**src/rtl/csr_access_responder.sv**
```systemverilog
// csr_access_responder: single-outstanding CSR access port for a small RV32 core.
// Each access is a read-swap: the response carries the pre-access CSR value,
// and a write takes effect at the accept edge. Hosts 64-bit mcycle and,
// when CSR_ACCESS_RESPONDER_INSTRET_EN is defined, a 64-bit minstret counter.
module csr_access_responder #(
  parameter logic [31:0] MISA_VALUE      = 32'h40001105,
  parameter bit          ERR_ON_RO_WRITE = 1'b1
) (
  input  logic        clock,
  input  logic        reset_n,
  input  logic        req_valid,
  output logic        req_ready,
  input  logic        req_write,
  input  logic [11:0] req_addr,
  input  logic [31:0] req_wdata,
  output logic        resp_valid,
  input  logic        resp_ready,
  output logic [31:0] resp_rdata,
  output logic        resp_err,
  input  logic        retire
);

  typedef enum logic {IDLE, RESP} state_t;

  state_t state_reg;
  state_t state_next;

  logic [31:0] mcounteren_reg;
  logic        inhibit_cy_reg;
  logic        inhibit_ir;
  logic [31:0] mscratch_reg;
  logic [31:0] mepc_reg;
  logic [31:0] mcause_reg;
  logic [31:0] mtval_reg;
  logic [31:0] dpc_reg;
  logic [63:0] mcycle_reg;

  logic        accept;
  logic        hit;
  logic        is_misa;
  logic        err;
  logic        wr_en;
  logic [31:0] rd_val;

  // The handshake is gated by reset so the port looks busy while held in reset.
  assign req_ready  = (state_reg == IDLE) && reset_n;
  assign resp_valid = (state_reg == RESP);
  assign accept     = req_valid && req_ready;

  // State register.
  always_ff @(posedge clock or negedge reset_n) begin
    if (!reset_n) state_reg <= IDLE;
    else          state_reg <= state_next;
  end

  // Next state: one request in flight, released by the response handshake.
  always_comb begin
    state_next = state_reg;
    case (state_reg)
      IDLE:    if (accept) state_next = RESP;
      RESP:    if (resp_ready) state_next = IDLE;
      default: state_next = IDLE;
    endcase
  end

`ifdef CSR_ACCESS_RESPONDER_INSTRET_EN
  logic        inhibit_ir_reg;
  logic [63:0] minstret_reg;
  assign inhibit_ir = inhibit_ir_reg;
`else
  logic unused_retire;
  assign inhibit_ir    = 1'b0;
  assign unused_retire = retire;
`endif

  // Address decode and the pre-access read value.
  always_comb begin
    hit    = 1'b1;
    rd_val = 32'd0;
    case (req_addr)
      12'h301: rd_val = MISA_VALUE;
      12'h306: rd_val = mcounteren_reg;
      12'h320: rd_val = {29'd0, inhibit_ir, 1'b0, inhibit_cy_reg};
      12'h340: rd_val = mscratch_reg;
      12'h341: rd_val = mepc_reg;
      12'h342: rd_val = mcause_reg;
      12'h343: rd_val = mtval_reg;
      12'h7B1: rd_val = dpc_reg;
      12'hB00: rd_val = mcycle_reg[31:0];
      12'hB80: rd_val = mcycle_reg[63:32];
`ifdef CSR_ACCESS_RESPONDER_INSTRET_EN
      12'hB02: rd_val = minstret_reg[31:0];
      12'hB82: rd_val = minstret_reg[63:32];
`endif
      default: hit = 1'b0;
    endcase
  end

  assign is_misa = (req_addr == 12'h301);
  assign err     = !hit || (is_misa && req_write && ERR_ON_RO_WRITE);
  assign wr_en   = accept && req_write && hit && !is_misa;

  // Capture the response at accept; it is held until the handshake completes.
  always_ff @(posedge clock or negedge reset_n) begin
    if (!reset_n) begin
      resp_rdata <= 32'd0;
      resp_err   <= 1'b0;
    end else if (accept) begin
      resp_rdata <= err ? 32'd0 : rd_val;
      resp_err   <= err;
    end
  end

  // Plain read/write CSRs; pc-type registers keep bit 0 clear.
  always_ff @(posedge clock or negedge reset_n) begin
    if (!reset_n) begin
      mcounteren_reg <= 32'd0;
      inhibit_cy_reg <= 1'b0;
      mscratch_reg   <= 32'd0;
      mepc_reg       <= 32'd0;
      mcause_reg     <= 32'd0;
      mtval_reg      <= 32'd0;
      dpc_reg        <= 32'd0;
    end else if (wr_en) begin
      case (req_addr)
        12'h306: mcounteren_reg <= req_wdata;
        12'h320: inhibit_cy_reg <= req_wdata[0];
        12'h340: mscratch_reg   <= req_wdata;
        12'h341: mepc_reg       <= {req_wdata[31:1], 1'b0};
        12'h342: mcause_reg     <= req_wdata;
        12'h343: mtval_reg      <= req_wdata;
        12'h7B1: dpc_reg        <= {req_wdata[31:1], 1'b0};
        default: ;
      endcase
    end
  end

  // mcycle: a write to either half wins over that cycle's increment.
  always_ff @(posedge clock or negedge reset_n) begin
    if (!reset_n)                              mcycle_reg <= 64'd0;
    else if (wr_en && req_addr == 12'hB00)     mcycle_reg[31:0]  <= req_wdata;
    else if (wr_en && req_addr == 12'hB80)     mcycle_reg[63:32] <= req_wdata;
    else if (!inhibit_cy_reg)                  mcycle_reg <= mcycle_reg + 64'd1;
  end

`ifdef CSR_ACCESS_RESPONDER_INSTRET_EN
  // minstret and its inhibit bit; same write-over-increment priority as mcycle.
  always_ff @(posedge clock or negedge reset_n) begin
    if (!reset_n) begin
      inhibit_ir_reg <= 1'b0;
      minstret_reg   <= 64'd0;
    end else begin
      if (wr_en && req_addr == 12'h320) inhibit_ir_reg <= req_wdata[2];
      if (wr_en && req_addr == 12'hB02)      minstret_reg[31:0]  <= req_wdata;
      else if (wr_en && req_addr == 12'hB82) minstret_reg[63:32] <= req_wdata;
      else if (retire && !inhibit_ir_reg)    minstret_reg <= minstret_reg + 64'd1;
    end
  end
`endif

endmodule

```
**config.mk**
```make
export PLATFORM = sky130hd
export DESIGN_NAME = csr_access_responder
export DESIGN_NICKNAME = d
export VERILOG_FILES = /design/src/rtl/csr_access_responder.sv
export SDC_FILE = /design/constraint.sdc
export NUM_CORES = 1
export LEC_CHECK = 0
export ABC_CLOCK_PERIOD_IN_PS = 6600
export BUFFER_PORTS_ARGS = -buffer_cell sky130_fd_sc_hd__buf_4
export CAP_MARGIN = 40
export CORE_MARGIN = 4
export CORE_UTILIZATION = 58
export CTS_BUF_LIST = sky130_fd_sc_hd__clkbuf_4
export DETAILED_ROUTE_END_ITERATION = 16
export GPL_TIMING_DRIVEN = 1
export HOLD_SLACK_MARGIN = 0.03
export PLACE_DENSITY = 0.77
export SETUP_SLACK_MARGIN = 0.02
export SLEW_MARGIN = 40
export SYNTH_ARGS = -nofsm -noshare
export SYNTH_HDL_FRONTEND = slang
export SYNTH_SLANG_ARGS = --single-unit
```
**constraint.sdc**
```tcl
create_clock -name clock -period 6.6 [get_ports clock]
set_clock_uncertainty 0.05 [all_clocks]
set_input_delay 1.32 -clock clock [delete_from_list [all_inputs] [get_ports clock]]
set_output_delay 1.32 -clock clock [all_outputs]
set_load 0.005 [all_outputs]
```
==> results of run 1 <==
[cell type report]
type | count | area (µm²)
Clock buffer | 119 | 893
Antenna cell | 1 | 2.50
Timing Repair Buffer | 111 | 856
Sequential cell | 289 | 7230
Inverter | 9 | 33.8
Clock inverter | 14 | 63.8
Multi-Input combinational cell | 910 | 6680
Tap cell | 319 | 399
Fill cell | 1822 | 7590
[worst max-delay path: stages]
cell and delay (ns):
buf_4 0.16, nor4b_4 0.29, buf_4 0.47, and4_1 0.79, nand2_1 0.74, buf_4 0.47, mux2_2 0.30
[final timing paths]
path | to | slack, ns
hold / removal | resp_rdata[12] | 0.43
setup reg to reg | mcycle_reg[56] | 3.36
max in group asynchronous | mcycle_reg[8] | 4.17
hold reg to reg | resp_rdata[12] | 0.43
setup / recovery | dpc_reg[25] | 2.53
min in group asynchronous | resp_rdata[30] | 0.53
[cells by family after synthesis]
family / after synthesis / synth area share (%)
and+or+nand+nor: 379 / 13.8
DFF: 289 / 51.0
AOI/OAI and AO/OA: 284 / 13.7
muxes: 214 / 16.8
buffers and inverters: 93 / 2.72
xor gates and xnor gates: 32 / 1.98
adders and majority gates: 1 / 0.0882
[layout by cell type, fill, tap and decap left out, drive strengths merged, types with 18 or more instances in the layout]
master / count
clkbuf: 119
nor2: 64
nand2: 133
nand3: 37
a22o: 20
and3: 22
o21ai: 88
xnor2: 18
a21oi: 29
mux2: 191
a211oi: 24
mux2i: 23
a22oi: 32
nor3: 32
a221oi: 23
buf: 111
dfrtp: 289
nand4: 25
[power by group]
| group | internal, mW | switching (mW) | leakage, nW |
|---|---|---|---|
| combinational | 0.0370 | 0.104 | 2.86 |
| clock | 0.816 | 0.731 | 0.573 |
| sequential | 1.77 | 0.00307 | 3.96 |
| total | 2.63 | 0.838 | 7.39 |
[metal layers]
layer / global-route usage (%) / part of all wire, % / routed length [µm] / up-vias
met5: 0 / 0 / 0 / -
met4: 13.8 / 3.3 / 1420 / 0
met3: 6.19 / 8.0 / 3370 / 129
met2: 49.1 / 46 / 19600 / 555
met1: 44.6 / 42 / 17900 / 5807
li1: - / - / - / 5122
[through the flow]
stage	power, mW	setup WS (ns)	utilization [%]	std cells	instance area (µm²)
floorplan	1.84	3.27	-	1292	14200
global placement	1.95	1.81	63.8	1636	15100
detailed placement	1.95	1.98	64.0	1638	15200
CTS	3.50	2.67	68.0	1771	16200
global route	3.60	2.53	68.1	1772	16200
finish	3.47	2.53	68.1	1772	16200
==> run metrics, run 1 <==
status completed; Peak VDD IR 0.000111 V; clk sinks between 200 and 300; top-count cell post-synth dfrtp_1; Cells on Worst Hold Path 2; hold_buf cts 0; CP startpoint req_addr[1]; top-area cell type share of the netlist area 51.0%; Slew @ Worst Pin 0.871 ns; Post-Route WL 42300 µm; RR Startpoint mcycle_reg[0]; Worst setup EP type register; mean routed wirelength per cell 23.9 µm; Total GRT Usage 31.9%; crit-path max FO 33; PwrDens ~210 nW/µm²; Final Hold Vio Count 0; max reg flops 64; routed vias ~12000; static leakage 7.39 nW; worst hold path class register to register; Port Buffers 83; number of synthesized flops with an enable pin 0; Avg Cell Area, Syn 11.0 µm²; clk_lat worst skew ~0.70 ns; DRT iter0 DRCs 1216; most used flip-flop cell after synthesis dfrtp_1; core area 23800 µm²; first-pass GRT wire length 66600 µm; period utilization 61.6%; reg2reg path depth 7; Synth area leader dfrtp_1; grt ovf 0; CTS resizes 0; synth top area cells dfrtp_1 51%, mux2_2 15%, nand2_1 3.5%; hold slack 0.428 ns; ys async rst share 100%; Mapped Area 14200 µm²; initial antenna violation count 1; sequential area share after synthesis between 50 and 60%; unrepaired setup endpoints after global routing false; min-delay src resp_rdata[12]; IO Count 85; setup bufs post-CTS 0; worst path arrival time around 4.6 ns; Initial Utilization 59.7%; row cnt 56; Pre-antenna DRT Iters 6; Num CTS Buffers 78; clock-pin slew on the worst setup and hold paths 0.06 ns; Die Y 164 µm; Post-Syn Nets 1343; Final min period 4.07 ns; instance count of the mapped netlist 1292; nets 1450; Vias per Instance 6.55; register bit count reported by yosys 289; CTS root buffer clkbuf_4; Critical Path RT about 7.1 ns; synth unique cells between 60 and 70; die width around 160 µm; fmax 246 MHz; max-cap violation count 0; Final ANT Viol Nets 0; most frequent cells after synthesis 289 x dfrtp_1, 191 x mux2_2, 133 x nand2_1; WS Path Type primary input to register; pin count of the biggest net entering global routing 81; Residual DRC 0; slew margin rel. 41.5%; Yosys warning count 0; CTS HTree Levels 3; routability congestion estimate 1.03; layout cells sized above 1 31.2%; Die Footprint 27000 µm²; Clock Path Buffers 3; final max-slew violation count 0; Detailed Place HPWL 28100 µm; Startpoint Class primary input; area grow syn2layout 13.9%; CTS tree done; TNS Setup 0 ns; vias in the first global route 11900; # setup viols final 0
(Power assumes the default switching activity.)
==> run 2, diff against run 1 <==
ABC_CLOCK_PERIOD_IN_PS = 3600   (was 6600)
CORE_UTILIZATION = 57   (was 58)
PLACE_DENSITY = 0.78   (was 0.77)
clock period = 3.6 ns   (was 6.6 ns; I/O delays follow)
==> run metrics, run 2 (synthesis results as in run 1) <==
pin count of the biggest net entering global routing 106 (was 81); status completed (unchanged); clk_lat worst skew 0.72 ns (was 0.70 ns); clk sinks 289 (unchanged); reg2reg path depth 6 (was 7); Detailed Place HPWL 28800 µm (was 28100 µm); Clock Path Buffers 3 (unchanged); GR Util met1 41.5% (was 44.6%); routability congestion estimate 0.951 (was 1.03); Die Footprint 27500 µm² (was 27000 µm²); hold worst-path end resp_valid (was resp_rdata[12]); Worst setup EP type register (unchanged); Total GRT Usage 30.3% (was 31.9%); grt ovf 0 (unchanged); Post-Route WL 42100 µm (was 42300 µm); Buf+Inv Stages, Crit Path 0 (was 3); Final min period 2.89 ns; Peak VDD IR 0.000271 V (was 0.000111 V); area grow syn2layout 15.9% (was 13.9%); Cells on Worst Hold Path 2 (unchanged); vias in the first global route 11900 (about the same); layout cells sized above 1 31.8% (was 31.2%); Slew @ Worst Pin 0.844 ns (was 0.871 ns); Num CTS Buffers 78 (unchanged); Port Buffers 83 (unchanged); routed vias 11700 (was 11600); PwrDens 393 nW/µm² (was 214 nW/µm²); Final Hold Vio Count 0 (unchanged); CP most frequent cell nand4_1 (was buf_4); WS Path Type register to register (was primary input to register); slowest cell on the critical path nor4_4 (was and4_1); die width 166 µm (was 164 µm); Reg2Reg Setup Slack 0.71 ns (was 3.36 ns); first-pass GRT wire length 66500 µm (was 66600 µm); row cnt 57 (was 56); max-cap violation count 0 (unchanged); Final ANT Viol Nets 0 (unchanged); RR Startpoint mcycle_reg[38] (was mcycle_reg[0]); Final Cell Area 16400 µm² (was 16200 µm²); Pre-antenna DRT Iters 8 (was 6); Die Y 166 µm (was 164 µm); worst path arrival time 3.40 ns (was 4.56 ns); worst hold path class primary input to register (was register to register); Critical Path, Cell by Cell nand4_1 > nor3_1 > nand2_1 > nor4_4 > nand4_1 > and3_1 (was buf_4 > nor4b_4 > buf_4 > and4_1 > nand2_1 > buf_4 > mux2_2); worst setup margin 0.711 ns (was 2.53 ns); GRT busiest layer met2 (unchanged); period utilization between 80% and 90%; static leakage 7.52 nW (was 7.39 nW); met3 Use GR 6.95% (was 6.19%); slew margin rel. 42.9% (was 41.5%); DRT iter0 DRCs 1146 (was 1216); Setup WS pre-CTS 0.500 ns (was 1.98 ns); setup bufs post-CTS 0 (unchanged); Residual DRC 0 (unchanged); min-delay src resp_ready (was resp_rdata[12]); core area 24400 µm² (was 23800 µm²); Worst path top cell family by delay simple AND/OR/NAND/NOR gates (unchanged); TNS Setup 0 ns (unchanged); initial antenna violation count 1 (unchanged); CTS HTree Levels 3 (unchanged); Initial Utilization 58.2% (was 59.7%); IO Count 85 (unchanged); Critical Path RT 4.11 ns (was 7.09 ns); clock-pin slew on the worst setup and hold paths 0.07 ns (was 0.06 ns); crit-path max FO 8 (was 33); unrepaired setup endpoints after global routing false (unchanged); fmax 346 MHz; Cell Area, Placed 15400 µm² (was 15200 µm²); nets 1474 (was 1450); max reg flops 64 (unchanged); # setup viols final 0 (unchanged); commonest cells after routing, fill and taps aside 289 x dfrtp_1, 191 x mux2_2, 133 x nand2_1 (was 289 x dfrtp_1, 191 x mux2_2, 129 x nand2_1); final max-slew violation count 0 (unchanged); Startpoint Class register (was primary input); Crit path largest cell delay 0.68 ns (was 0.79 ns); met2 Use GR 46.7% (was 49.1%); CTS root buffer clkbuf_4 (unchanged); worst r2r dst mcycle_reg[58] (was mcycle_reg[56]); mean routed wirelength per cell 23.4 µm (was 23.9 µm); Vias per Instance 6.49 (was 6.55); commonest non-fill, non-tap cell in the layout dfrtp_1 (unchanged); CTS tree done (unchanged)
## run 2: cell count changes in the layout (fill, tap and decap cells not counted), sizes merged
| cell | previous run | this run |
|---|---|---|
| buf | 111 | 134 |
| bufinv | 0 | 1 |
| clkbuf | 119 | 116 |
| clkinv | 8 | 12 |
| clkinvlp | 3 | 1 |
| dlygate4sd3 | 0 | 1 |
| inv | 12 | 11 |
## run 2: area by class of cell
cell class,instances,area (µm²)
antenna,1,2.50
clock buffer,116,871
clock inverter,16,115
fill,1905,7950
inverter,9,33.8
multi-input combinational,910,6660
sequential,289,7230
tap,324,405
timing repair buffer,135,1120
## run 2: through the flow
step           hold slack, ns  std cells  util [%]  total power [mW]
3_5_place_dp            0.421       1666      63.3              3.58
6_report                0.138       1800      67.4              6.46
5_1_grt                 0.107       1800      67.4              6.72
4_1_cts                0.0876       1799      67.4              6.52
3_3_place_gp            0.417       1665      63.2              3.58
2_1_floorplan           0.374       1292         -              3.38
## run 2: worst register-to-register path: cells and delay by family (launching register included)
family	cells	cell delay (ns)
DFF	1	0.47
and+or+nand+nor	6	2.21
## run 2: power by group
part | total (mW) | internal (mW) | switching [mW]
logic | 0.269 | 0.0753 | 0.193
registers | 3.26 | 3.25 | 0.00571
clock network | 2.93 | 1.55 | 1.39
## run 2: worst max path at each step
stage / from / to / slack, ns / cells past startpoint
6_report: mcycle_reg[38] / mcycle_reg[58] / 0.71 / 6
5_1_grt: mcycle_reg[38] / mcycle_reg[56] / 0.60 / 6
4_1_cts: mcycle_reg[37] / mcycle_reg[56] / 0.80 / 6
3_5_place_dp: req_addr[4] / mcycle_reg[12] / 0.50 / 7
3_3_place_gp: req_addr[4] / mcycle_reg[11] / 0.55 / 7
2_1_floorplan: req_addr[1] / mscratch_reg[10] / 0.87 / 6
## run 2: routing by layer
metal | wire length [µm] | part of all wire, %
met1 | 17700 | 42
met3 | 3470 | 8.2
met4 | 1690 | 4.0
met2 | 19300 | 46
met5 | 0 | 0
## run 2: repair_timing
item,CTS,global route
gates resized for setup,0,0
hold buffers,1,0
hold endpoints to repair,8,0
==> run 3, diff against run 2 <==
ABC_CLOCK_PERIOD_IN_PS = 2340   (was 3600)
clock period = 2.34 ns   (was 3.6 ns; I/O delays follow)
==> run metrics, run 3 (synthesis results as in run 1) <==
core area 24400 µm² (unchanged); crit-path max FO 5 (was 8); status completed (unchanged); max-cap violation count 0 (unchanged); total power 10.1 mW (was 6.46 mW); grt ovf 0 (unchanged); placed insts 1787 (was 1666); fmax 441 MHz (was 346 MHz); clk_lat worst skew 0.72 ns (about the same); Total GRT Usage 32.4% (was 30.3%); Clk pwr share 45.3% (was 45.4%); Peak VDD IR 0.000452 V (was 0.000271 V); pin count of the biggest net entering global routing 99 (was 106); hold slack 0.0772 ns (was 0.138 ns); vias in the first global route 12800 (was 11900); commonest non-fill, non-tap cell in the layout dfrtp_1 (unchanged); initial antenna violation count 2 (was 1); internal power 7.58 mW (was 4.88 mW); Final Hold Vio Count 0 (unchanged); final max-slew violation count 0 (unchanged); Final min period 2.27 ns (was 2.89 ns); die width 166 µm (unchanged); net switching power 2.52 mW (was 1.58 mW); Startpoint Class register (unchanged); Critical Path, Cell by Cell nand3_1 > or3_1 > nor4_1 > nand3_1 > xor2_1 > a21oi_1 (was nand4_1 > nor3_1 > nand2_1 > nor4_4 > nand4_1 > and3_1); Die Y 166 µm (unchanged); Fillers 1701 (was 1905); met3 Use GR 6.59% (was 6.95%); clock-pin slew on the worst setup and hold paths 0.07 ns (about the same); IO Count 85 (unchanged); Clock Path Buffers 3 (unchanged); Critical Path RT 2.89 ns (was 4.11 ns); max reg flops 64 (unchanged); Comb pwr share 5.1% (was 4.2%); Port Buffers 83 (unchanged); worst path arrival time 2.82 ns (was 3.40 ns); layout cells sized above 1 37.5% (was 31.8%); clk sinks 289 (unchanged); Post-Route WL 45100 µm (was 42100 µm); CTS tree done (unchanged); Buf+Inv Stages, Crit Path 0 (unchanged); slew margin rel. 59.0% (was 42.9%); # setup viols final 0 (unchanged); Setup WS pre-CTS -0.243 ns (was 0.500 ns); worst setup margin 0.0740 ns (was 0.711 ns); DRT iter0 DRCs 1548 (was 1146); nets 1632 (was 1474); worst hold path class primary input to register (unchanged); TNS Setup 0 ns (unchanged); Initial Utilization 58.2% (unchanged); Final ANT Viol Nets 0 (unchanged); GRT busiest layer met2 (unchanged); routed vias 12600 (was 11700); slowest cell on the critical path nor4_1 (was nor4_4); Worst setup EP type register (unchanged); Vias per Instance 6.41 (was 6.49); area grow syn2layout 27.0% (was 15.9%); Num CTS Buffers 80 (was 78); Post-Layout Cell Count 1960 (was 1800); Crit path largest cell delay 0.50 ns (was 0.68 ns); row cnt 57 (unchanged); switching share of power 25.0% (was 24.5%); unrepaired setup endpoints after global routing true (was false); WS Path Type register to register (unchanged); commonest cells after routing, fill and taps aside 289 x dfrtp_1, 233 x buf_4, 191 x mux2_2 (was 289 x dfrtp_1, 191 x mux2_2, 133 x nand2_1); CP most frequent cell nand3_1 (was nand4_1); period utilization 96.8% (was 80.2%); first-pass GRT wire length 71500 µm (was 66500 µm); met2 Use GR 52.0% (was 46.7%); PwrDens 560 nW/µm² (was 393 nW/µm²); static leakage 8.43 nW (was 7.52 nW); mean routed wirelength per cell 23.0 µm (was 23.4 µm); GR Util met1 44.1% (was 41.5%); Worst path top cell family by delay simple AND/OR/NAND/NOR gates (unchanged); routability congestion estimate 0.989 (was 0.951); Residual DRC 0 (unchanged); Detailed Place HPWL 31900 µm (was 28800 µm); Pre-antenna DRT Iters 8 (unchanged); Seq pwr share 49.6% (was 50.4%); Die Footprint 27500 µm² (unchanged); Slew @ Worst Pin 0.600 ns (was 0.844 ns); CTS HTree Levels 3 (unchanged); CTS root buffer clkbuf_4 (unchanged)
## run 3: area by class of cell
| cell class | count | area [µm²] | area share [%] |
|---|---|---|---|
| clock inverters | 21 | 134 | 0.743 |
| multi-input cells | 910 | 6750 | 37.5 |
| inverters | 9 | 33.8 | 0.187 |
| clock buffers | 115 | 863 | 4.79 |
| diodes | 1 | 2.50 | 0.0139 |
| well taps | 324 | 405 | 2.25 |
| repair buffers | 291 | 2590 | 14.4 |
| flip-flops and latches | 289 | 7230 | 40.1 |
## run 3: final timing paths
check | slack [ns] | to | from | cells past startpoint
setup reg to reg | 0.07 | mcycle_reg[22] | mcycle_reg[5] | 6
min in group asynchronous | 0.36 | mtval_reg[0] | reset_n | 3
hold reg to reg | 0.43 | resp_rdata[27] | resp_rdata[27] | 2
hold / removal | 0.08 | mtval_reg[21] | req_wdata[21] | 2
max in group asynchronous | 0.78 | mtval_reg[2] | reset_n | 5
setup / recovery | 0.07 | mcycle_reg[22] | mcycle_reg[5] | 6
## run 3: what timing repair did
item | 4_1_cts | 5_1_grt
hold buffers | 31 | 0
setup endpoints to repair | 2 | 16
setup buffers | 0 | 4
gates resized for setup | 1 | 10
pin swaps | 0 | 4
hold endpoints to repair | 315 | 0
## run 3: power groups by stage
| stage | registers (mW) | clock network [mW] | logic (mW) |
|---|---|---|---|
| floorplan | 5.10 | 0 | 0.108 |
| global placement | 5.10 | 0 | 0.447 |
| detailed placement | 5.10 | 0 | 0.462 |
| CTS | 5.01 | 4.64 | 0.505 |
| global route | 5.01 | 4.92 | 0.553 |
| finish | 5.01 | 4.57 | 0.515 |
## run 3: through the flow
stage / utilization [%] / area [µm²]
finish: 73.9 / 18000
global route: 73.9 / 18000
CTS: 73.5 / 17900
detailed placement: 68.1 / 16600
global placement: 68.0 / 16600
floorplan: - / 14400
## run 3: per-layer routing
layer	up-vias	share of wire [%]
li1	5475	-
met1	6279	41
met2	659	48
met3	139	8.2
met4	2	3.4
met5	-	0.044
